<file path="src/rtl/riscv_mc_core.sv">
// riscv_mc_core: multi-cycle RV32I-subset core (ADD, SUB, ADDI, LW, SW, BEQ, BNE).
// A single req/ack memory port is shared by instruction fetch and data accesses.
// A control FSM steps through FETCH/DECODE/EXECUTE/MEM/WB.
// Optional feature macro: RV_ILLEGAL_TRAP_EN. When it is defined, an illegal
// instruction stops the core in HALT. When it is undefined, the instruction
// retires as a NOP.
module riscv_mc_core #(
  parameter int              XLEN     = 32,
  parameter int              NREGS    = 32,
  parameter logic [XLEN-1:0] RESET_PC = '0
) (
  input  logic            clk,
  input  logic            rst,
  output logic            mem_req,
  output logic            mem_we,
  output logic [XLEN-1:0] mem_addr,
  output logic [XLEN-1:0] mem_wdata,
  input  logic [XLEN-1:0] mem_rdata,
  input  logic            mem_ack,
  output logic [XLEN-1:0] a0,
  output logic            retire,
  output logic            halted
);

  localparam int              RIDX    = $clog2(NREGS);
  localparam logic [5:0]      NREGS_W = 6'(NREGS);
  localparam logic [RIDX-1:0] A0_IDX  = RIDX'(10);
  localparam logic [XLEN-1:0] FOUR    = XLEN'(4);

  typedef enum logic [2:0] {
    S_FETCH,
    S_DECODE,
    S_EXECUTE,
    S_MEM,
    S_WB,
    S_HALT
  } state_t;

  state_t state, state_next;

  logic [XLEN-1:0] pc;
  logic [31:0]     ir;
  logic [XLEN-1:0] a_q, b_q, imm_q, result_q, addr_q;
  logic [XLEN-1:0] regs [NREGS];
  logic            retire_q;
  logic            req_en;

  logic [6:0] opcode, funct7;
  logic [2:0] funct3;
  logic [4:0] rs1_idx, rs2_idx, rd_idx;

  assign opcode  = ir[6:0];
  assign rd_idx  = ir[11:7];
  assign funct3  = ir[14:12];
  assign rs1_idx = ir[19:15];
  assign rs2_idx = ir[24:20];
  assign funct7  = ir[31:25];

  logic is_add, is_sub, is_addi, is_lw, is_sw, is_beq, is_bne;
  logic uses_rs1, uses_rs2, uses_rd, idx_bad, illegal;
  logic is_alu, is_ldst, is_branch;

  // Classify the held instruction and flag unsupported encodings or register indices
  always_comb begin
    is_add  = 1'b0;
    is_sub  = 1'b0;
    is_addi = 1'b0;
    is_lw   = 1'b0;
    is_sw   = 1'b0;
    is_beq  = 1'b0;
    is_bne  = 1'b0;
    case (opcode)
      7'b0110011: begin
        if (funct3 == 3'b000 && funct7 == 7'b0000000) is_add = 1'b1;
        else if (funct3 == 3'b000 && funct7 == 7'b0100000) is_sub = 1'b1;
      end
      7'b0010011: if (funct3 == 3'b000) is_addi = 1'b1;
      7'b0000011: if (funct3 == 3'b010) is_lw = 1'b1;
      7'b0100011: if (funct3 == 3'b010) is_sw = 1'b1;
      7'b1100011: begin
        if (funct3 == 3'b000) is_beq = 1'b1;
        else if (funct3 == 3'b001) is_bne = 1'b1;
      end
      default: ;
    endcase
    is_alu    = is_add | is_sub | is_addi;
    is_ldst   = is_lw | is_sw;
    is_branch = is_beq | is_bne;
    uses_rs1  = is_alu | is_ldst | is_branch;
    uses_rs2  = is_add | is_sub | is_sw | is_branch;
    uses_rd   = is_alu | is_lw;
    idx_bad   = (uses_rs1 && ({1'b0, rs1_idx} >= NREGS_W)) ||
                (uses_rs2 && ({1'b0, rs2_idx} >= NREGS_W)) ||
                (uses_rd  && ({1'b0, rd_idx}  >= NREGS_W));
    illegal   = !(is_alu | is_ldst | is_branch) || idx_bad;
  end

  logic [XLEN-1:0] rs1_val, rs2_val, imm_i, imm_s, imm_b, imm_sel;
  logic [XLEN-1:0] load_ext;
  logic            branch_taken;
  logic            xfer;

  assign xfer         = mem_req && mem_ack;
  assign imm_i        = XLEN'($signed(ir[31:20]));
  assign imm_s        = XLEN'($signed({ir[31:25], ir[11:7]}));
  assign imm_b        = XLEN'($signed({ir[31], ir[7], ir[30:25], ir[11:8], 1'b0}));
  assign load_ext     = XLEN'($signed(mem_rdata[31:0]));
  assign branch_taken = is_beq ? (a_q == b_q) : (a_q != b_q);
  assign a0           = regs[A0_IDX];

  // Operand read with x0 and out-of-range indices forced to zero
  always_comb begin
    rs1_val = '0;
    rs2_val = '0;
    imm_sel = imm_i;
    if (rs1_idx != 5'd0 && {1'b0, rs1_idx} < NREGS_W) rs1_val = regs[rs1_idx[RIDX-1:0]];
    if (rs2_idx != 5'd0 && {1'b0, rs2_idx} < NREGS_W) rs2_val = regs[rs2_idx[RIDX-1:0]];
    if (is_sw) imm_sel = imm_s;
    else if (is_branch) imm_sel = imm_b;
  end

  // Control state register
  always_ff @(posedge clk) begin
    if (rst) state <= S_FETCH;
    else     state <= state_next;
  end

  // Next-state sequencing and memory port drive
  always_comb begin
    state_next = state;
    mem_req    = 1'b0;
    mem_we     = 1'b0;
    mem_addr   = pc;
    mem_wdata  = b_q;
    case (state)
      S_FETCH: begin
        mem_req = req_en;
        if (xfer) state_next = S_DECODE;
      end
      S_DECODE: begin
`ifdef RV_ILLEGAL_TRAP_EN
        if (illegal) state_next = S_HALT;
        else         state_next = S_EXECUTE;
`else
        state_next = S_EXECUTE;
`endif
      end
      S_EXECUTE: begin
        if (illegal)      state_next = S_FETCH;
        else if (is_alu)  state_next = S_WB;
        else if (is_ldst) state_next = S_MEM;
        else              state_next = S_FETCH;
      end
      S_MEM: begin
        mem_req  = req_en;
        mem_we   = is_sw;
        mem_addr = addr_q;
        if (xfer) state_next = is_sw ? S_FETCH : S_WB;
      end
      S_WB:    state_next = S_FETCH;
      S_HALT:  state_next = S_HALT;
      default: state_next = S_FETCH;
    endcase
  end

`ifdef RV_ILLEGAL_TRAP_EN
  assign halted = (state == S_HALT);
`else
  assign halted = 1'b0;
`endif

  assign retire = retire_q;

  // Datapath: PC, instruction and operand latches, register file and retire pulse
  always_ff @(posedge clk) begin
    if (rst) begin
      pc       <= RESET_PC;
      ir       <= '0;
      a_q      <= '0;
      b_q      <= '0;
      imm_q    <= '0;
      result_q <= '0;
      addr_q   <= '0;
      retire_q <= 1'b0;
      req_en   <= 1'b0;
      for (int i = 0; i < NREGS; i++) regs[i] <= '0;
    end else begin
      req_en   <= 1'b1;
      retire_q <= 1'b0;
      case (state)
        S_FETCH: if (xfer) ir <= mem_rdata[31:0];
        S_DECODE: begin
          a_q   <= rs1_val;
          b_q   <= rs2_val;
          imm_q <= imm_sel;
        end
        S_EXECUTE: begin
          if (illegal) begin
            pc       <= pc + FOUR;
            retire_q <= 1'b1;
          end else if (is_add) begin
            result_q <= a_q + b_q;
          end else if (is_sub) begin
            result_q <= a_q - b_q;
          end else if (is_addi) begin
            result_q <= a_q + imm_q;
          end else if (is_ldst) begin
            addr_q <= a_q + imm_q;
          end else begin
            pc       <= branch_taken ? (pc + imm_q) : (pc + FOUR);
            retire_q <= 1'b1;
          end
        end
        S_MEM: begin
          if (xfer) begin
            if (is_sw) begin
              pc       <= pc + FOUR;
              retire_q <= 1'b1;
            end else begin
              result_q <= load_ext;
            end
          end
        end
        S_WB: begin
          if (rd_idx != 5'd0) regs[rd_idx[RIDX-1:0]] <= result_q;
          pc       <= pc + FOUR;
          retire_q <= 1'b1;
        end
        default: ;
      endcase
    end
  end

endmodule
</file>
<file path="config.mk">
export PLATFORM = sky130hd
export DESIGN_NAME = riscv_mc_core
export DESIGN_NICKNAME = d
export VERILOG_FILES = /design/src/rtl/riscv_mc_core.sv
export SDC_FILE = /design/constraint.sdc
export NUM_CORES = 2
export LEC_CHECK = 0
export ABC_AREA = 1
export CAP_MARGIN = 25
export CORE_ASPECT_RATIO = 1.25
export CORE_MARGIN = 2
export CORE_UTILIZATION = 27
export DETAILED_ROUTE_END_ITERATION = 7
export PLACE_DENSITY = 0.43
export SYNTH_ARGS = -nofsm -noshare
export SYNTH_HDL_FRONTEND = slang
export SYNTH_SLANG_ARGS = --single-unit
</file>
<file path="constraint.sdc">
create_clock -name clk -period 7.47 [get_ports clk]
set_input_delay 0.747 -clock clk [delete_from_list [all_inputs] [get_ports clk]]
set_output_delay 0.747 -clock clk [all_outputs]
set_load 0.01 [all_outputs]
</file>
=== Word-level counts from Yosys, hierarchy flattened ===
Memories as Yosys holds them, arrays and structs flattened. A register that Yosys moved wholly into a read port is not among the register bits.
Index checks and enable logic that the tools add are counted.

* Flip-flop bits (word level): 210
* Latch bits: 0
* Memory bits (writable): 1024
* ROM bits: 0
* Input bits: 35
* Output and inout bits: 100
* Word-level logic and storage cells: 135
* Memories: 1

{| class="wikitable"
|+ Memories
! memory !! words !! bits a word !! rd ports !! clocked after Yosys merged registers in !! write ports !! line !! source
|-
| regs || 32 || 32 || 3 || 2 || 32 || 44 || <nowiki>logic [XLEN-1:0] regs [NREGS];</nowiki>
|}

* $add $sub $neg: 5
* Multiply operators: 0
* Divide/modulo/power cells: 0
* Magnitude comparators: 0
* Equality and inequality tests: 25
* Shifts and indexed selects: 0
* Multiplexer cells: 67
* Bitwise logic cells: 9
* Reduce and logical (&&, ||, !) cells: 18

{| class="wikitable"
|+ Operator list
! operator !! count
|-
| $mux 32 || 18
|-
| $add 32x32->32 || 3
|-
| $pmux 32 s3 || 1
|-
| $pmux 32 s2 || 1
|-
| $add 32x3->32 const B || 1
|-
| $eq 32x32->1 || 1
|-
| $mux 1 || 32
|-
| $ne 32x32->1 || 1
|-
| $reduce_or 32->1 || 1
|-
| $sub 32x32->32 || 1
|-
| $mux 5 || 5
|-
| $mux 12 || 2
|-
| $eq 7x6->1 const B || 3
|-
| $mux 3 || 5
|-
| $pmux 3 s5 || 1
|-
| $reduce_bool 5->1 || 3
|-
| $ne 3x3->1 const B || 4
|-
| $ne 2x2->1 const B || 5
|-
| $eq 3x2->1 const B || 3
|-
| $eq 7x2->1 const B || 1
|-
| $eq 7x5->1 const B || 1
|-
| $eq 7x7->1 const B || 1
|-
| $logic_not 7->1 || 1
|-
| $reduce_and 7->1 || 1
|-
| other kinds (15) || 28
|}

=== Longest topological paths before layout ===
* Word-level depth: 11
* Gate-level depth with buffers: 19
* Depth with buffers taken out: 18

=== Worst setup path before layout ===
Ideal clock, no wire load.

* Path type: input-to-reg
* Start: in rst
* End: mem regs[14][0] (enable)
* Library setup time: 0.389 ns
* Data arrival time: 2.606 ns
* Data required time: 7.081 ns
* Slack: 4.475 ns
* Cell stages on the path: 6
* Buffers on the path: 1
* Cells stage by stage: inv_1 > nand3_1 > nor3_1 > nand2_1 > clkbuf_1 > nand2_1

{| class="wikitable"
|+ RTL lines
! element !! line !! source
|-
| start: declaration || 13 || <nowiki>input logic rst,</nowiki>
|-
| end: declaration || 44 ||
|}

=== Worst setup path after layout ===
* Start: reg state[1]
* End: out mem_addr[2]

* Word-level cells in the longest chain between the ends: 2

{| class="wikitable"
|+ RTL lines
! element !! line !! source
|-
| start: declaration || 39 || <nowiki>state_t state, state_next;</nowiki>
|-
| start signal: assignment || 125 || <nowiki>else state <= state_next;</nowiki>
|-
| $eq 3x2->1 || 135 || <nowiki>case (state)</nowiki>
|-
| $mux 32 || 135 ||
|-
| end: declaration || 16 || <nowiki>output logic [XLEN-1:0] mem_addr,</nowiki>
|}

No other way between the ends.

==> flow_summary.toml <==
[detailed_routing]
first_pass_iters = 6
postRouteAntennaNets = 0
wire_per_inst_microns = 28.6
num_vias = 65800
drcViolationCount = 0
drt_iter0_markers = 7134
vias_per_cell = 5.45
routed_wl_microns = 346000

[floorplanning]
initial_utilization_pct = 27.1
core.rowCount = 212
dieArea_sq_um = 272000
core_sq_um = 267000
boundaryPins = 135
die_x_microns = 467
die_h_microns = 583

[setup_path]
cp_cell_sequence = "inv_1 > nor2_1 > nand2_2 > inv_2 > buf_4 > nand2_1 > o21ai_0 > clkdlybuf4s50_1"
path_class = "flop to output pin"
critPathMaxStageDelay_ns = 0.64
timing.rr.end = "mem_wdata[22]"
crit_buf_inv = 4
critPathLaunchType = "flop"
critical_path.max_fanout = 64
slowest_stage = "clkdlybuf4s50_1"
required_ns = 6.72
rr_worst_depth = 8
critPathCaptureType = "output pin"
crit_arrival_ns = 3.44
r2r_slack_ns = 3.45
critPathTopFamily = "buffers and inverters"

[synthesis]
synth_seq_cells = 1244
synth_top_area_share_pct = 42.5
syn_inst = 8696
synth_area_sq_um = 72400
synth.distinct_cells = 54
synth_commonest_cells = "1793 x nand2_1, 1526 x nor2_1, 1024 x edfxtp_1, 578 x a21oi_1, 576 x clkbuf_1"
netlist.top_cell.by_area = "edfxtp_1"
synth_area_leaders = "edfxtp_1 42%, nand2_1 9.3%, nor2_1 7.9%, dfxtp_1 6.1%, a21oi_1 4.0%"
synthArstFlopShare_pct = 0
synth-main-ff-cell = "edfxtp_1"
synth_most_common_cell = "nand2_1"
yosys_warnings = 0
synth_edf_count = 1024
synth_area_per_cell_sq_um = 8.33
yosysSeqAreaShare_pct = 48.5

[clock_network]
cts_hold_buf = 0
cts_resized = 0
cts_made_buffers = 151
post_cts_buffers = 0
cts_buffer_depth = 3
clk_latency_ns = 0.83
cts_tree = "done"
clockRootBuffer = "clkbuf_16"
clock-sinks = 1244
clk_pin_slew_ns = 0.06
htree_levels = 4

[sta]
slew_headroom_pct = 16.9
hold_slack_ns = 0.304
worstMarginPinSlew_ns = 1.24
setup_viol = 0
skew_ns = 0.0425
rsz0062_at_grt = "no"
period_share_pct = 56.0
drv_slew = 0
finalSetupTns_ns = 0
min_period_ns = 4.18
fmax_mhz = 239
hold_violations = 0

[global_route]
grt_pass1_wl_microns = 480000
grt_start_max_net_pins = 148
grt_util_all_layers_pct = 24.6
grt_antenna_before_repair = 8
grt_pass1_vias = 62300
grt.overflow.total = 0

[final_layout]
synthToLayoutAreaGrowth_pct = 13.0
layout.nets = 8584
drive_gt1_share_pct = 5.65
fillers = 28100
fin_cells = 12100

[min_path]
hold_end = "retire"
min_from = "rst"
hold_class = "primary input to flop"
min_path_cells = 2

[placement]
post-place-cells = 11800
place_congestion = 1.01
hpwl_microns = 235000
port_buffers = 133

[power]
p_per_area_nw_per_um2 = 235
power_leakage_nw = 28.6
vdd_drop_max_v = 0.000229

[outcome]
status = "finished, final reports clean"

[job]
drv_cap = 0
==> sequential cells by signal (all words and copies together), names as in the netlist, named ones only <==
| signal | cells |
|---|---|
| mem_wdata | 32 |
| imm_q | 13 |
| pc | 32 |
| req_en | 1 |
| addr_q | 32 |
| regs | 1024 |
| state | 3 |
| a_q | 32 |
| ir | 32 |
| result_q | 32 |
| retire | 1 |
==> layout by cell type, fill, tap and decap left out, types with 152 or more instances in the layout <==
cell type,n
mux2i_1,256
o211ai_1,293
dfxtp_1,209
a21oi_1,578
nor2_1,1525
clkbuf_16,152
o221ai_1,257
inv_1,489
nand2_1,1728
o21ai_0,427
a32oi_1,256
nand3_1,444
edfxtp_1,1024
==> cells by family after synthesis <==
logic type | synth area share, %
compound gates | 16.6
fa+ha+maj | 2.27
flops | 48.5
buf+inv | 6.63
xor+xnor | 0.933
other cells | 0.00518
simple gates | 21.5
mux | 3.54
==> layer usage <==
layer / vias up / global-route usage, % / share of wire [%]
li1: 29800 / - / -
met1: 32600 / 30.9 / 40
met2: 2904 / 39.9 / 46
met4: 0 / 15.9 / 7.3
met3: 562 / 2.81 / 6.1
met5: - / 0 / 0
==> worst max-delay path by stage <==
stage             start     endpoint  slack (ns)  cells after the start
2_1_floorplan       rst  regs[14][0]        4.47                      6
4_1_cts        state[1]  mem_addr[2]        3.26                      8
3_5_place_dp        rst  regs[9][20]        2.74                      7
6_report       state[1]  mem_addr[2]        3.29                      8
3_3_place_gp        rst  regs[9][16]        2.17                      6
5_1_grt        state[1]  mem_addr[2]        2.99                      8
==> area by class of cell <==
| cell class | count | area (sq um) | share of cell area, % |
|---|---|---|---|
| Sequential cell | 1244 | 35200 | 43.0 |
| Antenna cell | 5 | 12.5 | 0.0153 |
| Timing Repair Buffer | 252 | 2580 | 3.15 |
| Clock inverter | 86 | 835 | 1.02 |
| Tap cell | 3531 | 4420 | 5.40 |
| Multi-Input combinational cell | 6245 | 32800 | 40.1 |
| Clock buffer | 190 | 3990 | 4.88 |
| Inverter | 526 | 1990 | 2.44 |
==> where the power goes <==
part           switching (mW)  internal, mW
combinational            2.79         0.980
clock                    3.19          4.19
sequential              0.311          7.76
total                    6.29          12.9
==> through the flow <==
step	power [mW]	util, %	cell area (sq um)	setup WS (ns)
after floorplan	10.2	-	72500	4.47
after global placement	11.9	28.7	76600	2.17
after detailed placement	11.9	28.8	76900	2.74
after CTS	19.3	30.6	81700	3.26
after global routing	19.8	30.7	81800	2.99
final	19.2	30.7	81800	3.29
Power figures use the tool's default switching activity.
